### src/rtl/mem_port_arbiter_pkg.sv
// Shared types and constants for the I/D memory port arbiter.
// The FSM encoding, owner tags and full-word byte mask live here.
package mem_port_arbiter_pkg;

    typedef enum logic [1:0] {
        ST_IDLE  = 2'd0,
        ST_ISSUE = 2'd1,
        ST_WAIT  = 2'd2,
        ST_DONE  = 2'd3
    } arb_state_e;

    localparam logic       OWNER_I = 1'b0;
    localparam logic       OWNER_D = 1'b1;
    localparam logic [3:0] SEL_ALL = 4'hf;

    // Loads always fetch the full word; only stores honour the byte enables.
    function automatic logic [3:0] issue_sel(input logic we, input logic [3:0] sel);
        logic [3:0] res;
        if (we) begin
            res = sel;
        end else begin
            res = SEL_ALL;
        end
        return res;
    endfunction

endpackage

### src/rtl/mem_arb_starve_ctr.sv
// Saturating count of D grants taken while a fetch was waiting.
// at_max tells the arbiter to hand the next slot to the fetch port.
module mem_arb_starve_ctr #(
    parameter int STARVE_MAX = 4
) (
    input  logic clk,
    input  logic rst_n,
    input  logic inc,
    input  logic clr,
    output logic at_max
);

    localparam int CNT_W = (STARVE_MAX < 1) ? 1 : $clog2(STARVE_MAX + 1);

    logic [CNT_W-1:0] cnt_q;
    logic [CNT_W-1:0] cnt_d;

    // Next count: clear has priority, increment stops at the limit.
    always_comb begin
        cnt_d = cnt_q;
        if (clr) begin
            cnt_d = '0;
        end else if (inc && (cnt_q != CNT_W'(STARVE_MAX))) begin
            cnt_d = cnt_q + CNT_W'(1);
        end else begin
            cnt_d = cnt_q;
        end
    end

    // Count register.
    always_ff @(posedge clk or negedge rst_n) begin
        if (!rst_n) begin
            cnt_q <= '0;
        end else begin
            cnt_q <= cnt_d;
        end
    end

    assign at_max = (cnt_q == CNT_W'(STARVE_MAX));

endmodule

### src/rtl/mem_port_arbiter.sv
// Shares one single-port synchronous RAM between the fetch port (I) and the
// load/store port (D); one access in flight, D preferred unless I is starving.
module mem_port_arbiter
    import mem_port_arbiter_pkg::*;
#(
    parameter int ADDR_BITS  = 32,
    parameter int DATA_BITS  = 32,
    parameter int RAM_LAT    = 1,
    parameter int STARVE_MAX = 4
) (
    input  logic                 clk,
    input  logic                 rst_n,
    input  logic                 i_req,
    input  logic [ADDR_BITS-1:0] i_addr,
    output logic                 i_ack,
    output logic [DATA_BITS-1:0] i_rdata,
    input  logic                 d_req,
    input  logic                 d_we,
    input  logic [ADDR_BITS-1:0] d_addr,
    input  logic [DATA_BITS-1:0] d_wdata,
    input  logic [3:0]           d_sel,
    output logic                 d_ack,
    output logic [DATA_BITS-1:0] d_rdata,
    output logic                 ram_en,
    output logic                 ram_we,
    output logic [ADDR_BITS-1:0] ram_addr,
    output logic [DATA_BITS-1:0] ram_din,
    output logic [3:0]           ram_sel,
    input  logic [DATA_BITS-1:0] ram_dout,
    output logic                 busy
);

    localparam int WAIT_W = $clog2(RAM_LAT + 1);

    arb_state_e           state_q, state_d;
    logic                 owner_q, owner_d;
    logic                 ram_en_q, ram_en_d;
    logic                 ram_we_q, ram_we_d;
    logic [ADDR_BITS-1:0] ram_addr_q, ram_addr_d;
    logic [DATA_BITS-1:0] ram_din_q, ram_din_d;
    logic [3:0]           ram_sel_q, ram_sel_d;
    logic                 i_ack_q, i_ack_d;
    logic                 d_ack_q, d_ack_d;
    logic [DATA_BITS-1:0] i_rdata_q, i_rdata_d;
    logic [DATA_BITS-1:0] d_rdata_q, d_rdata_d;
    logic                 busy_q, busy_d;
    logic [WAIT_W-1:0]    wait_cnt_q, wait_cnt_d;

    logic grant_d_s;
    logic grant_i_s;
    logic starve_inc_s;
    logic starve_clr_s;
    logic starve_at_max_s;

    mem_arb_starve_ctr #(
        .STARVE_MAX (STARVE_MAX)
    ) u_starve (
        .clk    (clk),
        .rst_n  (rst_n),
        .inc    (starve_inc_s),
        .clr    (starve_clr_s),
        .at_max (starve_at_max_s)
    );

    assign grant_d_s = d_req && !(i_req && starve_at_max_s);
    assign grant_i_s = i_req && !grant_d_s;

    // FSM next state, request latch and registered-output next values.
    always_comb begin
        state_d      = state_q;
        owner_d      = owner_q;
        ram_en_d     = 1'b0;
        ram_we_d     = ram_we_q;
        ram_addr_d   = ram_addr_q;
        ram_din_d    = ram_din_q;
        ram_sel_d    = ram_sel_q;
        i_ack_d      = 1'b0;
        d_ack_d      = 1'b0;
        i_rdata_d    = i_rdata_q;
        d_rdata_d    = d_rdata_q;
        wait_cnt_d   = wait_cnt_q;
        starve_inc_s = 1'b0;
        starve_clr_s = 1'b0;

        case (state_q)
            ST_IDLE: begin
                starve_clr_s = !i_req || grant_i_s;
                starve_inc_s = grant_d_s && i_req;
                if (grant_d_s) begin
                    owner_d    = OWNER_D;
                    ram_en_d   = 1'b1;
                    ram_we_d   = d_we;
                    ram_addr_d = d_addr;
                    ram_din_d  = d_wdata;
                    ram_sel_d  = issue_sel(d_we, d_sel);
                    state_d    = ST_ISSUE;
                end else if (grant_i_s) begin
                    owner_d    = OWNER_I;
                    ram_en_d   = 1'b1;
                    ram_we_d   = 1'b0;
                    ram_addr_d = i_addr;
                    ram_din_d  = '0;
                    ram_sel_d  = SEL_ALL;
                    state_d    = ST_ISSUE;
                end else begin
                    state_d    = ST_IDLE;
                end
            end
            ST_ISSUE: begin
                if (ram_we_q) begin
                    i_ack_d = (owner_q == OWNER_I);
                    d_ack_d = (owner_q == OWNER_D);
                    state_d = ST_DONE;
                end else begin
                    wait_cnt_d = WAIT_W'(1);
                    state_d    = ST_WAIT;
                end
            end
            ST_WAIT: begin
                // The ack and rdata go out together in DONE, so sample on the last wait cycle.
                if (wait_cnt_q == WAIT_W'(RAM_LAT)) begin
                    if (owner_q == OWNER_D) begin
                        d_rdata_d = ram_dout;
                        d_ack_d   = 1'b1;
                    end else begin
                        i_rdata_d = ram_dout;
                        i_ack_d   = 1'b1;
                    end
                    state_d = ST_DONE;
                end else begin
                    wait_cnt_d = wait_cnt_q + WAIT_W'(1);
                end
            end
            ST_DONE: begin
                state_d = ST_IDLE;
            end
            default: begin
                state_d = ST_IDLE;
            end
        endcase

        busy_d = (state_d != ST_IDLE);
    end

    // State and output registers; reset drops any access in flight.
    always_ff @(posedge clk or negedge rst_n) begin
        if (!rst_n) begin
            state_q    <= ST_IDLE;
            owner_q    <= OWNER_I;
            ram_en_q   <= 1'b0;
            ram_we_q   <= 1'b0;
            ram_addr_q <= '0;
            ram_din_q  <= '0;
            ram_sel_q  <= 4'h0;
            i_ack_q    <= 1'b0;
            d_ack_q    <= 1'b0;
            i_rdata_q  <= '0;
            d_rdata_q  <= '0;
            busy_q     <= 1'b0;
            wait_cnt_q <= '0;
        end else begin
            state_q    <= state_d;
            owner_q    <= owner_d;
            ram_en_q   <= ram_en_d;
            ram_we_q   <= ram_we_d;
            ram_addr_q <= ram_addr_d;
            ram_din_q  <= ram_din_d;
            ram_sel_q  <= ram_sel_d;
            i_ack_q    <= i_ack_d;
            d_ack_q    <= d_ack_d;
            i_rdata_q  <= i_rdata_d;
            d_rdata_q  <= d_rdata_d;
            busy_q     <= busy_d;
            wait_cnt_q <= wait_cnt_d;
        end
    end

    assign i_ack    = i_ack_q;
    assign i_rdata  = i_rdata_q;
    assign d_ack    = d_ack_q;
    assign d_rdata  = d_rdata_q;
    assign ram_en   = ram_en_q;
    assign ram_we   = ram_we_q;
    assign ram_addr = ram_addr_q;
    assign ram_din  = ram_din_q;
    assign ram_sel  = ram_sel_q;
    assign busy     = busy_q;

endmodule

### config.mk
export PLATFORM = sky130hd
export DESIGN_NAME = mem_port_arbiter
export DESIGN_NICKNAME = d
export VERILOG_FILES = /design/src/rtl/mem_port_arbiter_pkg.sv /design/src/rtl/mem_arb_starve_ctr.sv /design/src/rtl/mem_port_arbiter.sv
export SDC_FILE = /design/constraint.sdc
export NUM_CORES = 1
export LEC_CHECK = 0
export CAP_MARGIN = 20
export CORE_ASPECT_RATIO = 1.5
export CORE_MARGIN = 4
export CORE_UTILIZATION = 44
export DETAILED_ROUTE_END_ITERATION = 8
export PLACE_DENSITY = 0.84
export RECOVER_POWER = 50
export SETUP_SLACK_MARGIN = 0.5
export SLEW_MARGIN = 20
export SYNTH_ARGS = -nofsm -noshare
export SYNTH_HDL_FRONTEND = slang
export SYNTH_SLANG_ARGS = --single-unit
### constraint.sdc
create_clock -name clk -period 3.1 [get_ports clk]
set_input_delay 0.775 -clock clk [delete_from_list [all_inputs] [get_ports clk]]
set_output_delay 0.775 -clock clk [all_outputs]
set_load 0.05 [all_outputs]
Word level (Yosys, flattened, before mapping)
Cells that the tools add are included.
{ "word_totals": {"regBits": 144, "inputBits": 137} }
{ "op_classes": {"add_sub_neg": 2, "eq_ne": 6, "mux": 33, "bitwise": 1, "reduce_logical": 18} }
{ "ops": {"columns": ["op", "n"], "rows": [
  ["2-to-1 mux 32 bit", 4],
  ["2-to-1 mux 1 bit", 19],
  ["2-to-1 mux 4 bit", 3],
  ["case mux 2 bit (4 select lines)", 1],
  ["nonzero test 2 bit", 4],
  ["2-to-1 mux 3 bit", 2],
  ["case mux 1 bit (2 select lines)", 3],
  ["AND reduction 3 bit", 2],
  ["logical AND 1 bit", 5],
  ["== test 2 bit, second input constant", 2],
  ["AND reduction 2 bit", 2],
  ["adder 3 x 1 -> 3 bit, second input constant", 1],
  ["== test 3 bit, second input constant", 1],
  ["zero test 1 bit", 3],
  ["!= test 3 bit, second input constant", 1],
  ["== test 2 x 1 -> 1 bit, second input constant", 1],
  ["zero test 2 bit", 1],
  ["2-to-1 mux 2 bit", 1],
  ["!= test 2 bit, second input constant", 1],
  ["adder 1 bit, second input constant", 1],
  ["logical OR 1 bit", 1],
  ["inverter 1 bit", 1]
]} }

Depth between registers and ports, before layout
Gate-level depths: netlist of the first run.
{ "logic_depth": {"ltp_word": 10, "ltp_mapped": 8} }

Modules after synthesis
From an unflattened synthesis of the first run, not the netlist that was laid out.
{ "unflattened": {"hier_cells": 444, "area_unflattened_um2": 5677.9} }
{ "by_module_without_submodules": {"columns": ["module", "n_inst", "cells_per_inst", "area_each_um2", "seq_area_each_um2"], "rows": [
  ["mem_port_arbiter", 1, 426, 5480.3, 3528.4],
  ["mem_arb_starve_ctr", 1, 18, 197.7, 75.1]
]} }

Worst setup path before layout of the first run
No wires, ideal clock.
{ "synth_timing": {"path_type": "input -> register", "from": "input port d_req", "to": "register ram_addr_q[13], in the netlist ram_addr[13]", "setup_ps": 122, "arrival_ps": 1447, "required_ps": 2978, "slack_ps": 1531, "path_stages": 6, "path_buffers": 2, "path_cell_list": "o21ai_1 -> inv_1 -> buf_4 -> buf_2 -> nor2_1 -> a21oi_1"} }
{ "synth_via": {"elab_chain_cells": 5, "elab_cells_between_ends": 6, "cone_classes": "1 x mux; 5 x reduce/logical"} }
{ "synth_rtl": {"columns": ["element", "line_no", "text"], "rows": [
  ["from (decl)", "mem_port_arbiter.sv:17", "input logic d_req,"],
  ["logical AND 1 bit (*)", "mem_port_arbiter.sv:65", "assign grant_d_s = d_req && !(i_req && starve_at_max_s);"],
  ["zero test 1 bit", "mem_port_arbiter.sv:66", "assign grant_i_s = i_req && !grant_d_s;"],
  ["logical AND 1 bit", "mem_port_arbiter.sv:66", null],
  ["nonzero test 2 bit (no source line)", null, null],
  ["AND reduction 2 bit (no source line)", null, null],
  ["to (signal assigned)", "mem_port_arbiter.sv:166", "ram_addr_q <= ram_addr_d;"],
  ["to (decl)", "mem_port_arbiter.sv:39", "logic [ADDR_BITS-1:0] ram_addr_q, ram_addr_d;"]
]} }
Every way passes the cells marked *; elsewhere a longest branch is shown, timed or not.
A chain may end at the register's enable or synchronous reset.

Worst setup path in the final report of the first run
{ "layout_timing": {"from": "input port d_req", "to": "register ram_addr_q[26], in the netlist ram_addr[26]"} }
The elaborated chain is that of the path after synthesis.

==> metrics.md, run 1 <==
| Metric | Value |
|---|---|
| Mapped Cells | 448 |
| Crit-path max cell delay | 0.72 ns |
| RSZ-0062 raised after global routing | false |
| Most Used Layer, Global Route | met2 |
| CTS Buf Count | 17 |
| Crit path launch type | input port |
| Routability cong. | 0.801 |
| Core Rows | 52 |
| Worst Skew | 0.0103 ns |
| Ant. Diodes | 0 |
| CTS H-tree lvls | 4 |
| Place WS | -0.00952 ns |
| PwrDens | 1350 nW/um^2 |
| Mapped Nets | 591 |
| Die Y | 151 microns |
| Yosys reg bits | 144 |
| Cell variety after synth | 28 |
| CP max-delay cell | clkbuf_2 |
| Commonest non-fill, non-tap cells in the layout | 271 x clkdlybuf4s50_1, 144 x dfrtp_1, 60 x a21oi_1, 60 x mux2_4, 39 x nand2_1 |
| 1st-iter DRT viols | 124 |
| Post-synthesis sequential area ratio | 59.7% |
| Crit path kind | input port to flop |
| Max FO, Critical Path | 36 |
| Post-Route WL | 17,200 microns |
| Worst Max-Slew Pin Slew | 1.45 ns |
| Core ar. | 13,500 sq um |
| Area Overhead vs Synth | 54.4% |
| Worst r2r src | state_q[0]$_DFF_PN0_ |
| Routed WL per cell | 19.3 microns |
| Via count | 4,686 |
| Global Route met2 Usage | 39.1% |
| Final Hold Vio Count | 0 |
| Die ar. | 15,700 sq um |
| Critical path's most frequent cell | a21oi_1 |
| Status | finished clean |
| Min Tclk post-route | 2.51 ns |
| Min-delay src | owner_q$_DFFE_PN0P_ |
| Largest net degree at the start of global routing | 60 |
| First-pass GRT wire length | 27,100 microns |
| Global Route Usage Sum | 21.8% |
| Hold/Removal Path Class | flop to flop |
| Met1 global-route usage | 24.5% |
| CP Capture Type | flop |
| P_leak | 0.00415 uW |
| Clock latency on the worst-skew pair | 0.40 ns |
| Commonest non-fill, non-tap cell in the layout | clkdlybuf4s50_1 |
| WP data required | 3.41 ns |
| CTS tree | yes |
| Fraction of layout cells with a size suffix above 1 | 15.7% |
| Port bufs | 273 |
| DRT Pass-1 Iters | 4 |
| WP data arrival | 2.82 ns |
| HPWL Detailed | 12,700 microns |
| Tcrit/Tclk final | 81.0% |
| DRC | 0 |
| Headroom to the max-slew limit | 3.27% |
| Synth Cell Area | 6040 sq um |
| Peak supply drop | 0.816 mV |
| Clock buffer depth | 2 |
| Util after Layout | 69.2% |
| Final worst slack | 0.589 ns |
| Final setup fails | 0 |
| Die width | 104 microns |
| Sequence of cells on the critical path | dlygate4sd3_1 -> o21ai_0 -> clkbuf_2 -> a21oi_1 -> a21oi_1 |
| ANT nets after route | 0 |
| GRT overflow | 0 |
| Design Power | 12,600 uW |
| Setup Fix Bufs, Post-CTS | 0 |
| Number of max-cap violations | 0 |
| Yosys warnings | 0 |
| Setup tns final | 0 ns |
| Clock sinks | 144 |
| Global Route met3 Usage | 6.40% |
| Slew Limit Fails | 0 |
| Hold slack final | 0.502 ns |
| Crit. Startpoint | d_req |
| Root Driver | clkbuf_16 |
| Fmax achieved | 398 MHz |
| Initial antenna violation count | 0 |
| Num ports | 274 |
| Synth Area per Inst | 13.5 sq um |
| Initial core utilization | 44.8% |
| Final #Nets | 862 |
| Clock slew at reported path FFs | 0.06 ns |
| Vias per cell | 5.24 |
| Vias in the first global route | 5,122 |
| Filler cell count | 954 |
[synth_stat cells]
master / n / area (sq um)
o21ai_1: 1 / 5.00
nand2b_1: 1 / 6.26
nand2_1: 39 / 146
mux2_2: 5 / 56.3
and3_1: 1 / 6.26
a21oi_2: 13 / 114
nor2_1: 36 / 135
nand3_2: 1 / 10.0
or2_2: 1 / 6.26
nand3_4: 2 / 35.0
a21oi_1: 54 / 270
o22ai_1: 2 / 12.5
inv_1: 8 / 30.0
mux2_4: 60 / 901
buf_4: 5 / 37.5
a22oi_1: 1 / 7.51
o22a_1: 4 / 35.0
buf_6: 15 / 169
a22o_1: 33 / 289
and2_1: 1 / 6.26
nand3_1: 1 / 5.00
mux2i_1: 1 / 10.0
dfrtp_1: 144 / 3600
clkbuf_1: 2 / 7.51
ha_1: 6 / 75.1
o21ai_0: 3 / 15.0
a211oi_1: 1 / 7.51
buf_2: 7 / 35.0
[metal layers]
metal / share of wire [%] / routed length [microns]
met1: 37 / 6460
met2: 53 / 9090
met3: 7.1 / 1230
met4: 2.7 / 458
met5: 0 / 0
[per-stage QoR]
step	area [sq um]	cells
after global routing	9320	894
after detailed placement	8810	862
after global placement	8810	862
after CTS	9370	894
after floorplan	6040	448
final	9320	894
[power breakdown]
group | switching, uW | internal (uW) | total (uW) | leakage [uW]
sequential | 540 | 2790 | 3330 | 0.00170
clock | 828 | 1130 | 1950 | 0.000267
combinational | 4520 | 2810 | 7330 | 0.00219
[cell families (layout without fill, tap and decap cells)]
group,Yosys count,count (layout),share of synthesized area (%)
adders and majority gates,6,6,1.24
DFF,144,144,59.7
AOI/OAI and AO/OA,112,112,12.5
muxes,66,66,16.0
buffers and inverters,37,321,4.62
and+or+nand+nor,83,83,5.91
[flip-flops by register name (all words and copies together) (netlist names), 2 cells and up]
| name | flops |
|---|---|
| u_starve.cnt_q | 3 |
| ram_din | 32 |
| i_rdata | 32 |
| ram_addr | 32 |
| state_q | 2 |
| d_rdata | 32 |
| ram_sel | 4 |
[worst max-delay path, delay by kind of cell]
family,cells,cell delay (ns)
compound gates,3,0.68
buf+inv,2,1.33
[layout make-up]
cell class | instances | area, sq um | share of cell area [%]
flip-flops and latches | 144 | 3600 | 38.7
repair buffers | 281 | 2790 | 29.9
multi-input cells | 267 | 2130 | 22.9
clock buffers | 20 | 437 | 4.69
well taps | 162 | 203 | 2.17
clock inverters | 12 | 124 | 1.33
inverters | 8 | 30.0 | 0.322
[repair_timing]
item,in CTS,in global routing
gates resized for setup,1,0
hold buffers,0,0
endpoints found under the setup margin,4,0
[final timing paths]
kind	to	slack, ns	cells past startpoint
setup / recovery	ram_addr[26]$_DFFE_PN0P_	0.59	5
hold / removal	i_ack$_DFF_PN0_	0.50	1
setup reg to reg	ram_addr[26]$_DFFE_PN0P_	1.01	7
hold reg to reg	i_ack$_DFF_PN0_	0.50	1
max in group asynchronous	d_rdata[9]$_DFFE_PN0P_	1.07	2
min in group asynchronous	i_rdata[16]$_DFFE_PN0P_	0.71	1
No activity file was read; power rests on OpenSTA's default activity.
==> run 2: changes to the inputs <==
--- a/config.mk
+++ b/config.mk
@@ -8,9 +8,9 @@
 export CAP_MARGIN = 20
 export CORE_ASPECT_RATIO = 1.5
 export CORE_MARGIN = 4
-export CORE_UTILIZATION = 44
+export CORE_UTILIZATION = 42
 export DETAILED_ROUTE_END_ITERATION = 8
-export PLACE_DENSITY = 0.84
+export PLACE_DENSITY = 0.81
 export RECOVER_POWER = 50
 export SETUP_SLACK_MARGIN = 0.5
 export SLEW_MARGIN = 20
==> constraint.sdc (replaced) <==
create_clock -name clk -period 2.5 [get_ports clk]
set_input_delay 0.625 -clock clk [delete_from_list [all_inputs] [get_ports clk]]
set_output_delay 0.625 -clock clk [all_outputs]
set_load 0.05 [all_outputs]
==> run 2 against run 1 <==
Against the previous run: wire length is 2.4% lower; clock skew hardly changed; sequential power up 22%; global-route usage down 0.99 points; highest routed layer unchanged.
==> metrics.md, run 2 (synthesis results as in run 1) <==
| Metric | Value |
|---|---|
| Clock buffer depth | 2 (unchanged) |
| Commonest non-fill, non-tap cell in the layout | dfrtp_1 (was clkdlybuf4s50_1) |
| Initial core utilization | 42.9% (was 44.8%) |
| Setup tns final | 0 ns (unchanged) |
| Core Rows | 53 (was 52) |
| Largest net degree at the start of global routing | 58 (was 60) |
| Crit. Startpoint | d_req (unchanged) |
| Setup Fix Bufs, Post-CTS | 0 (unchanged) |
| Worst Max-Slew Pin Slew | 1.49 ns (was 1.45 ns) |
| Worst Skew | 0.0106 ns (was 0.0103 ns) |
| Clock sinks | 144 (unchanged) |
| Fraction of layout cells with a size suffix above 1 | 16.9% (was 15.7%) |
| Port bufs | 273 (unchanged) |
| Crit path kind | input port to flop (unchanged) |
| Max FO, Critical Path | 10 (was 36) |
| Via count | 4,608 (was 4,686) |
| Sw Pwr | 7270 uW (was 5890 uW) |
| Crit path launch type | input port (unchanged) |
| GRT overflow | 0 (unchanged) |
| CTS H-tree lvls | 4 (unchanged) |
| P_leak | 0.00439 uW (was 0.00415 uW) |
| Clock latency on the worst-skew pair | 0.40 ns (about the same) |
| Die width | 106 microns (was 104 microns) |
| CTS tree | yes (unchanged) |
| PwrDens | 1610 nW/um^2 (was 1350 nW/um^2) |
| DRC | 0 (unchanged) |
| Peak supply drop | 0.807 mV (was 0.816 mV) |
| Slew Limit Fails | 0 (unchanged) |
| Routability cong. | 0.806 (was 0.801) |
| Status | finished clean (unchanged) |
| CP Capture Type | flop (unchanged) |
| R2R Setup Slk | 0.45 ns (was 1.01 ns) |
| Final setup fails | 0 (unchanged) |
| Ant. Diodes | 0 (unchanged) |
| Commonest non-fill, non-tap cells in the layout | 144 x dfrtp_1, 134 x clkdlybuf4s50_1, 128 x dlygate4sd2_1 (was 271 x clkdlybuf4s50_1, 144 x dfrtp_1, 60 x a21oi_1, 60 x mux2_4, 39 x nand2_1) |
| Hold/Removal Path Class | flop to flop (unchanged) |
| HPWL Detailed | 12,500 microns (was 12,700 microns) |
| Vias per cell | 4.98 (was 5.24) |
| Num ports | 274 (unchanged) |
| Final #Nets | 864 (was 862) |
| Hold_buf cts | 0 (unchanged) |
| Filler cell count | 1,123 (was 954) |
| Part of the power in registers | 27.3% (was 26.4%) |
| Post-Route WL | 16,800 microns (was 17,200 microns) |
| Clock power frac | 16.5% (was 15.5%) |
| Worst R2R Path Depth | 4 (was 7) |
| Vias in the first global route | 5,267 (was 5,122) |
| Global Route Usage Sum | 20.8% (was 21.8%) |
| WP data arrival | 2.46 ns (was 2.82 ns) |
| Clock slew at reported path FFs | 0.06 ns (about the same) |
| RSZ-0062 raised after global routing | true (was false) |
| ANT nets after route | 0 (unchanged) |
| CTS Buf Count | 17 (unchanged) |
| Int Pwr | 7660 uW (was 6730 uW) |
| Final Hold Vio Count | 0 (unchanged) |
| WP data required | 2.78 ns (was 3.41 ns) |
| Tcrit/Tclk final | 87.1% |
| Area Overhead vs Synth | 53.6% (was 54.4%) |
| Root Driver | clkbuf_16 (unchanged) |
| Routed WL per cell | 18.2 microns (was 19.3 microns) |
| Crit path to | ram_sel[2]$_DFFE_PN0P_ (was ram_addr[26]$_DFFE_PN0P_) |
| Fmax achieved | 459 MHz |
| Comb pwr share | 56.3% (was 58.1%) |
| DRT Pass-1 Iters | 4 (unchanged) |
| R2R Path End | d_rdata[11]$_DFFE_PN0P_ (was ram_addr[26]$_DFFE_PN0P_) |
| First-pass GRT wire length | 27,100 microns (about the same) |
| Initial antenna violation count | 0 (unchanged) |
| Headroom to the max-slew limit | 0.717% (was 3.27%) |
| Die Y | 155 microns (was 151 microns) |
| Core ar. | 14,100 sq um (was 13,500 sq um) |
| Design Power | 14,900 uW (was 12,600 uW) |
| Min Tclk post-route | 2.18 ns |
| Number of max-cap violations | 0 (unchanged) |
| 1st-iter DRT viols | 172 (was 124) |
| Worst r2r src | state_q[0]$_DFF_PN0_ (unchanged) |
| Switching share of power | 48.7% (was 46.7%) |
| Die ar. | 16,400 sq um (was 15,700 sq um) |
-- run 2: worst min path at each step --
stage	startpoint	endpoint	slack, ns	cells past startpoint
after CTS	rst_n	ram_din[3]$_DFFE_PN0P_	0.20	1
after global routing	ram_din[9]$_DFFE_PN0P_	ram_din[9]$_DFFE_PN0P_	0.53	1
after global placement	ram_din[20]$_DFFE_PN0P_	ram_din[20]$_DFFE_PN0P_	0.49	1
final	ram_din[23]$_DFFE_PN0P_	ram_din[23]$_DFFE_PN0P_	0.50	1
after floorplan	rst_n	busy$_DFF_PN0_	0.33	0
after detailed placement	ram_din[15]$_DFFE_PN0P_	ram_din[15]$_DFFE_PN0P_	0.49	1
-- run 2: worst max-delay path, cell delays in order --
cell           delay [ns]
dlygate4sd3_1        0.60
o21ai_0              0.53
inv_1                0.12
clkbuf_1             0.30
o22a_1               0.29
-- run 2: timing repair --
action / CTS / global route
gates resized for setup: 137 / 10
gates cloned: 0 / 0
setup endpoints to repair: 201 / 73
pin swaps: 1 / 1
-- run 2: through the flow --
| step | setup slack [ns] | util, % | cells | hold slack, ns | area, sq um |
|---|---|---|---|---|---|
| floorplan | 1.02 | - | 448 | 0.329 | 6040 |
| global placement | 0.353 | 63.2 | 894 | 0.487 | 8890 |
| detailed placement | 0.310 | 63.2 | 894 | 0.491 | 8890 |
| CTS | 0.422 | 66.1 | 926 | 0.195 | 9290 |
| global route | 0.242 | 65.9 | 926 | 0.525 | 9270 |
| finish | 0.323 | 65.9 | 926 | 0.501 | 9270 |
-- run 2: final cells by class --
| type | instances | area [sq um] | area share (%) |
|---|---|---|---|
| inverter | 8 | 30.0 | 0.324 |
| multi-input combinational | 267 | 2150 | 23.2 |
| clock inverter | 15 | 150 | 1.62 |
| tap | 192 | 240 | 2.59 |
| timing repair buffer | 283 | 2670 | 28.8 |
| sequential | 144 | 3600 | 38.9 |
| clock buffer | 17 | 425 | 4.59 |
-- run 2: power by group through the flow --
stage | Combinational [uW] | Clock [uW] | Sequential [uW]
after floorplan | 2580 | 0 | 7760
after global placement | 9030 | 0 | 4080
after detailed placement | 9190 | 0 | 4140
after CTS | 8490 | 2530 | 4080
after global routing | 8790 | 2650 | 4230
final | 8400 | 2460 | 4070
-- run 2: layer usage --
| layer | GRT usage (%) | share of wire (%) |
|---|---|---|
| met1 | 23.0 | 38 |
| met2 | 37.5 | 53 |
| met3 | 7.01 | 7.7 |
| met4 | 6.48 | 1.8 |
| met5 | 0 | 0 |
==> run 3: changes to the inputs <==
--- a/config.mk
+++ b/config.mk
@@ -6,11 +6,13 @@
 export NUM_CORES = 1
 export LEC_CHECK = 0
 export CAP_MARGIN = 20
+export CELL_PAD_IN_SITES_DETAIL_PLACEMENT = 0
+export CELL_PAD_IN_SITES_GLOBAL_PLACEMENT = 1
 export CORE_ASPECT_RATIO = 1.5
 export CORE_MARGIN = 4
-export CORE_UTILIZATION = 42
+export CORE_UTILIZATION = 32
 export DETAILED_ROUTE_END_ITERATION = 8
-export PLACE_DENSITY = 0.81
+export PLACE_DENSITY_LB_ADDON = 0.1
 export RECOVER_POWER = 50
 export SETUP_SLACK_MARGIN = 0.5
 export SLEW_MARGIN = 20
==> run 3 against run 2 <==
Against the previous run: hold slack got worse by 0.096 ns; register-to-register slack better by 0.18 ns; flip-flop and latch count did not move; clock skew is 0.0020 ns lower; via count hardly changed; final area is 1.7% higher; sequential share of layout area decreased by 0.63 points; wire length rose by 7.9%; critical path type unchanged.
==> metrics.md, run 3 (synthesis results as in run 1) <==
| Metric | Value |
|---|---|
| Routability cong. | 0.759 (was 0.806) |
| Tcrit/Tclk final | 82.2% (was 87.1%) |
| Die Y | 176 microns (was 155 microns) |
| Die width | 120 microns (was 106 microns) |
| Part of the power in registers | 26.6% (was 27.3%) |
| Comb pwr share | 55.3% (was 56.3%) |
| Post-Layout Cell Count | 985 (was 926) |
| Hold/Removal Path Class | input port to asynchronous set/reset pin (was flop to flop) |
| Fraction of layout cells with a size suffix above 1 | 14.7% (was 16.9%) |
| Crit. Startpoint | d_req (unchanged) |
| Final Hold Vio Count | 0 (unchanged) |
| Crit-path max cell delay | 0.60 ns (about the same) |
| Final #Nets | 864 (unchanged) |
| 1st-iter DRT viols | 201 (was 172) |
| PwrDens | 1610 nW/um^2 (about the same) |
| Die ar. | 21,200 sq um (was 16,400 sq um) |
| Switching share of power | 48.0% (was 48.7%) |
| Largest net degree at the start of global routing | 66 (was 58) |
| WP data arrival | 2.40 ns (was 2.46 ns) |
| Post-Route WL | 18,200 microns (was 16,800 microns) |
| CP top delay family | buffers and inverters (unchanged) |
| Min Tclk post-route | 2.05 ns (was 2.18 ns) |
| Clock sinks | 144 (unchanged) |
| Number of max-cap violations | 0 (unchanged) |
| R2R Setup Slk | 0.63 ns (was 0.45 ns) |
| Dpl cells | 954 (was 894) |
| Sequence of cells on the critical path | dlygate4sd3_1 -> o21ai_0 -> buf_4 -> a21oi_1 -> a21oi_1 (was dlygate4sd3_1 -> o21ai_0 -> inv_1 -> clkbuf_1 -> o22a_1) |
| Routed WL per cell | 18.4 microns (was 18.2 microns) |
| Setup tns final | 0 ns (unchanged) |
| R2R Path End | ram_addr[5]$_DFFE_PN0P_ (was d_rdata[11]$_DFFE_PN0P_) |
| Vias per cell | 4.68 (was 4.98) |
| Worst Max-Slew Pin Slew | 1.11 ns (was 1.49 ns) |
| Critical path depth | 5 (unchanged) |
| Core ar. | 18,500 sq um (was 14,100 sq um) |
| Initial core utilization | 32.6% (was 42.9%) |
| Clock latency on the worst-skew pair | 0.42 ns (was 0.40 ns) |
| DRC | 0 (unchanged) |
| Worst Skew | 0.00860 ns (was 0.0106 ns) |
| Clock buffer depth | 2 (unchanged) |
| Initial antenna violation count | 0 (unchanged) |
| Final setup fails | 0 (unchanged) |
| CTS tree | yes (unchanged) |
| Ant. Diodes | 0 (unchanged) |
| Worst R2R Path Depth | 7 (was 4) |
| Status | finished clean (unchanged) |
| Dpl cell area | 9010 sq um (was 8890 sq um) |
| Clock power frac | 18.0% (was 16.5%) |
| Num ports | 274 (unchanged) |
| Clock slew at reported path FFs | 0.06 ns (about the same) |
| CP Capture Type | flop (unchanged) |
| Slew Limit Fails | 0 (unchanged) |
| Core Rows | 61 (was 53) |
| CTS H-tree lvls | 4 (unchanged) |
| Crit path to | ram_addr[15]$_DFFE_PN0P_ (was ram_sel[2]$_DFFE_PN0P_) |
| ANT nets after route | 0 (unchanged) |
| Global Route Usage Sum | 17.4% (was 20.8%) |
| Area Overhead vs Synth | 56.1% (was 53.6%) |
| Port bufs | 273 (unchanged) |
| Crit path launch type | input port (unchanged) |
| Post-route design area | 9430 sq um (was 9270 sq um) |
| Hold_buf cts | 0 (unchanged) |
| Sw Pwr | 7270 uW (about the same) |
| CTS Buf Count | 17 (unchanged) |
| Headroom to the max-slew limit | 26.0% (was 0.717%) |
| Buffers plus inverters on the worst setup path | 2 (was 3) |
| GRT overflow | 0 (unchanged) |
| P_leak | 0.00433 uW (was 0.00439 uW) |
| Commonest non-fill, non-tap cell in the layout | dfrtp_1 (unchanged) |
| Vias in the first global route | 5,061 (was 5,267) |
| Peak supply drop | 0.494 mV (was 0.807 mV) |
| CP max-delay cell | dlygate4sd3_1 (unchanged) |
| Via count | 4,607 (was 4,608) |
| Crit path kind | input port to flop (unchanged) |
| Fmax achieved | 487 MHz (was 459 MHz) |
| Critical path's most frequent cell | a21oi_1 |
| Int Pwr | 7870 uW (was 7660 uW) |
| WP data required | 2.84 ns (was 2.78 ns) |
| Commonest non-fill, non-tap cells in the layout | 144 x dfrtp_1, 134 x clkdlybuf4s50_1, 97 x dlygate4sd2_1 (was 144 x dfrtp_1, 134 x clkdlybuf4s50_1, 128 x dlygate4sd2_1) |
| First-pass GRT wire length | 28,600 microns (was 27,100 microns) |
| HPWL Detailed | 13,200 microns (was 12,500 microns) |
| Worst r2r src | state_q[0]$_DFF_PN0_ (unchanged) |
| Root Driver | clkbuf_16 (unchanged) |
| Hold slack final | 0.405 ns (was 0.501 ns) |
| RSZ-0062 raised after global routing | false (was true) |
| DRT Pass-1 Iters | 4 (unchanged) |
| Max FO, Critical Path | 42 (was 10) |
[run 3: changes by cell type in the layout (fill, tap and decap cells not counted), sizes merged]
cell           delta
inv               -4
dlygate4sd2      -31
clkinvlp          -1
buf               +1
clkinv            +1
clkdlybuf4s15    +30
bufinv            +3
[run 3: area by class of cell]
cell class              count  area (sq um)
clock buffers              17           425
clock inverters            14           205
fillers                  1723          9120
inverters                   8          30.0
multi-input cells         267          2090
flip-flops and latches    144          3600
well taps                 252           315
repair buffers            283          2760
[run 3: worst reg2reg max path, stage by stage (launching register included)]
cell and delay, ns:
dfrtp_1 0.39, inv_1 0.11, ha_1 0.27, o21ai_0 0.19
inv_1 0.36, buf_12 0.25, nor2_1 0.09, a21oi_1 0.13
[run 3: power by group through the flow]
stage	Sequential [uW]	Clock (uW)	Combinational, uW
3_5_place_dp	4110	0	9320
4_1_cts	4040	2820	8620
5_1_grt	4190	2920	8790
6_report	4030	2730	8380
3_3_place_gp	4070	0	9220
2_1_floorplan	7760	0	2580
[run 3: worst min-delay path by stage]
stage	startpoint	endpoint	cells after the start
after floorplan	rst_n	busy$_DFF_PN0_	0
after global placement	ram_din[0]$_DFFE_PN0P_	ram_din[0]$_DFFE_PN0P_	1
after detailed placement	ram_din[6]$_DFFE_PN0P_	ram_din[6]$_DFFE_PN0P_	1
after CTS	rst_n	i_rdata[1]$_DFFE_PN0P_	1
after global routing	rst_n	i_rdata[1]$_DFFE_PN0P_	1
final	rst_n	i_rdata[1]$_DFFE_PN0P_	1
[run 3: stage by stage]
step / total power (uW) / setup WS [ns] / utilization [%]
2_1_floorplan: 10300 / 1.02 / -
3_3_place_gp: 13300 / 0.301 / 48.6
3_5_place_dp: 13400 / 0.279 / 48.6
4_1_cts: 15500 / 0.430 / 51.1
5_1_grt: 15900 / 0.310 / 50.8
6_report: 15100 / 0.446 / 50.8
[run 3: per-layer routing]
| metal | share of wire [%] | global-route usage [%] |
|---|---|---|
| met5 | 0 | 0 |
| met4 | 2.2 | 6.69 |
| met3 | 8.4 | 6.38 |
| met2 | 51 | 29.2 |
| met1 | 38 | 20.3 |
[run 3: what timing repair did]
action	4_1_cts	5_1_grt
resized for setup	141	39
buffers inserted	0	0
endpoints found under the setup margin	137	37
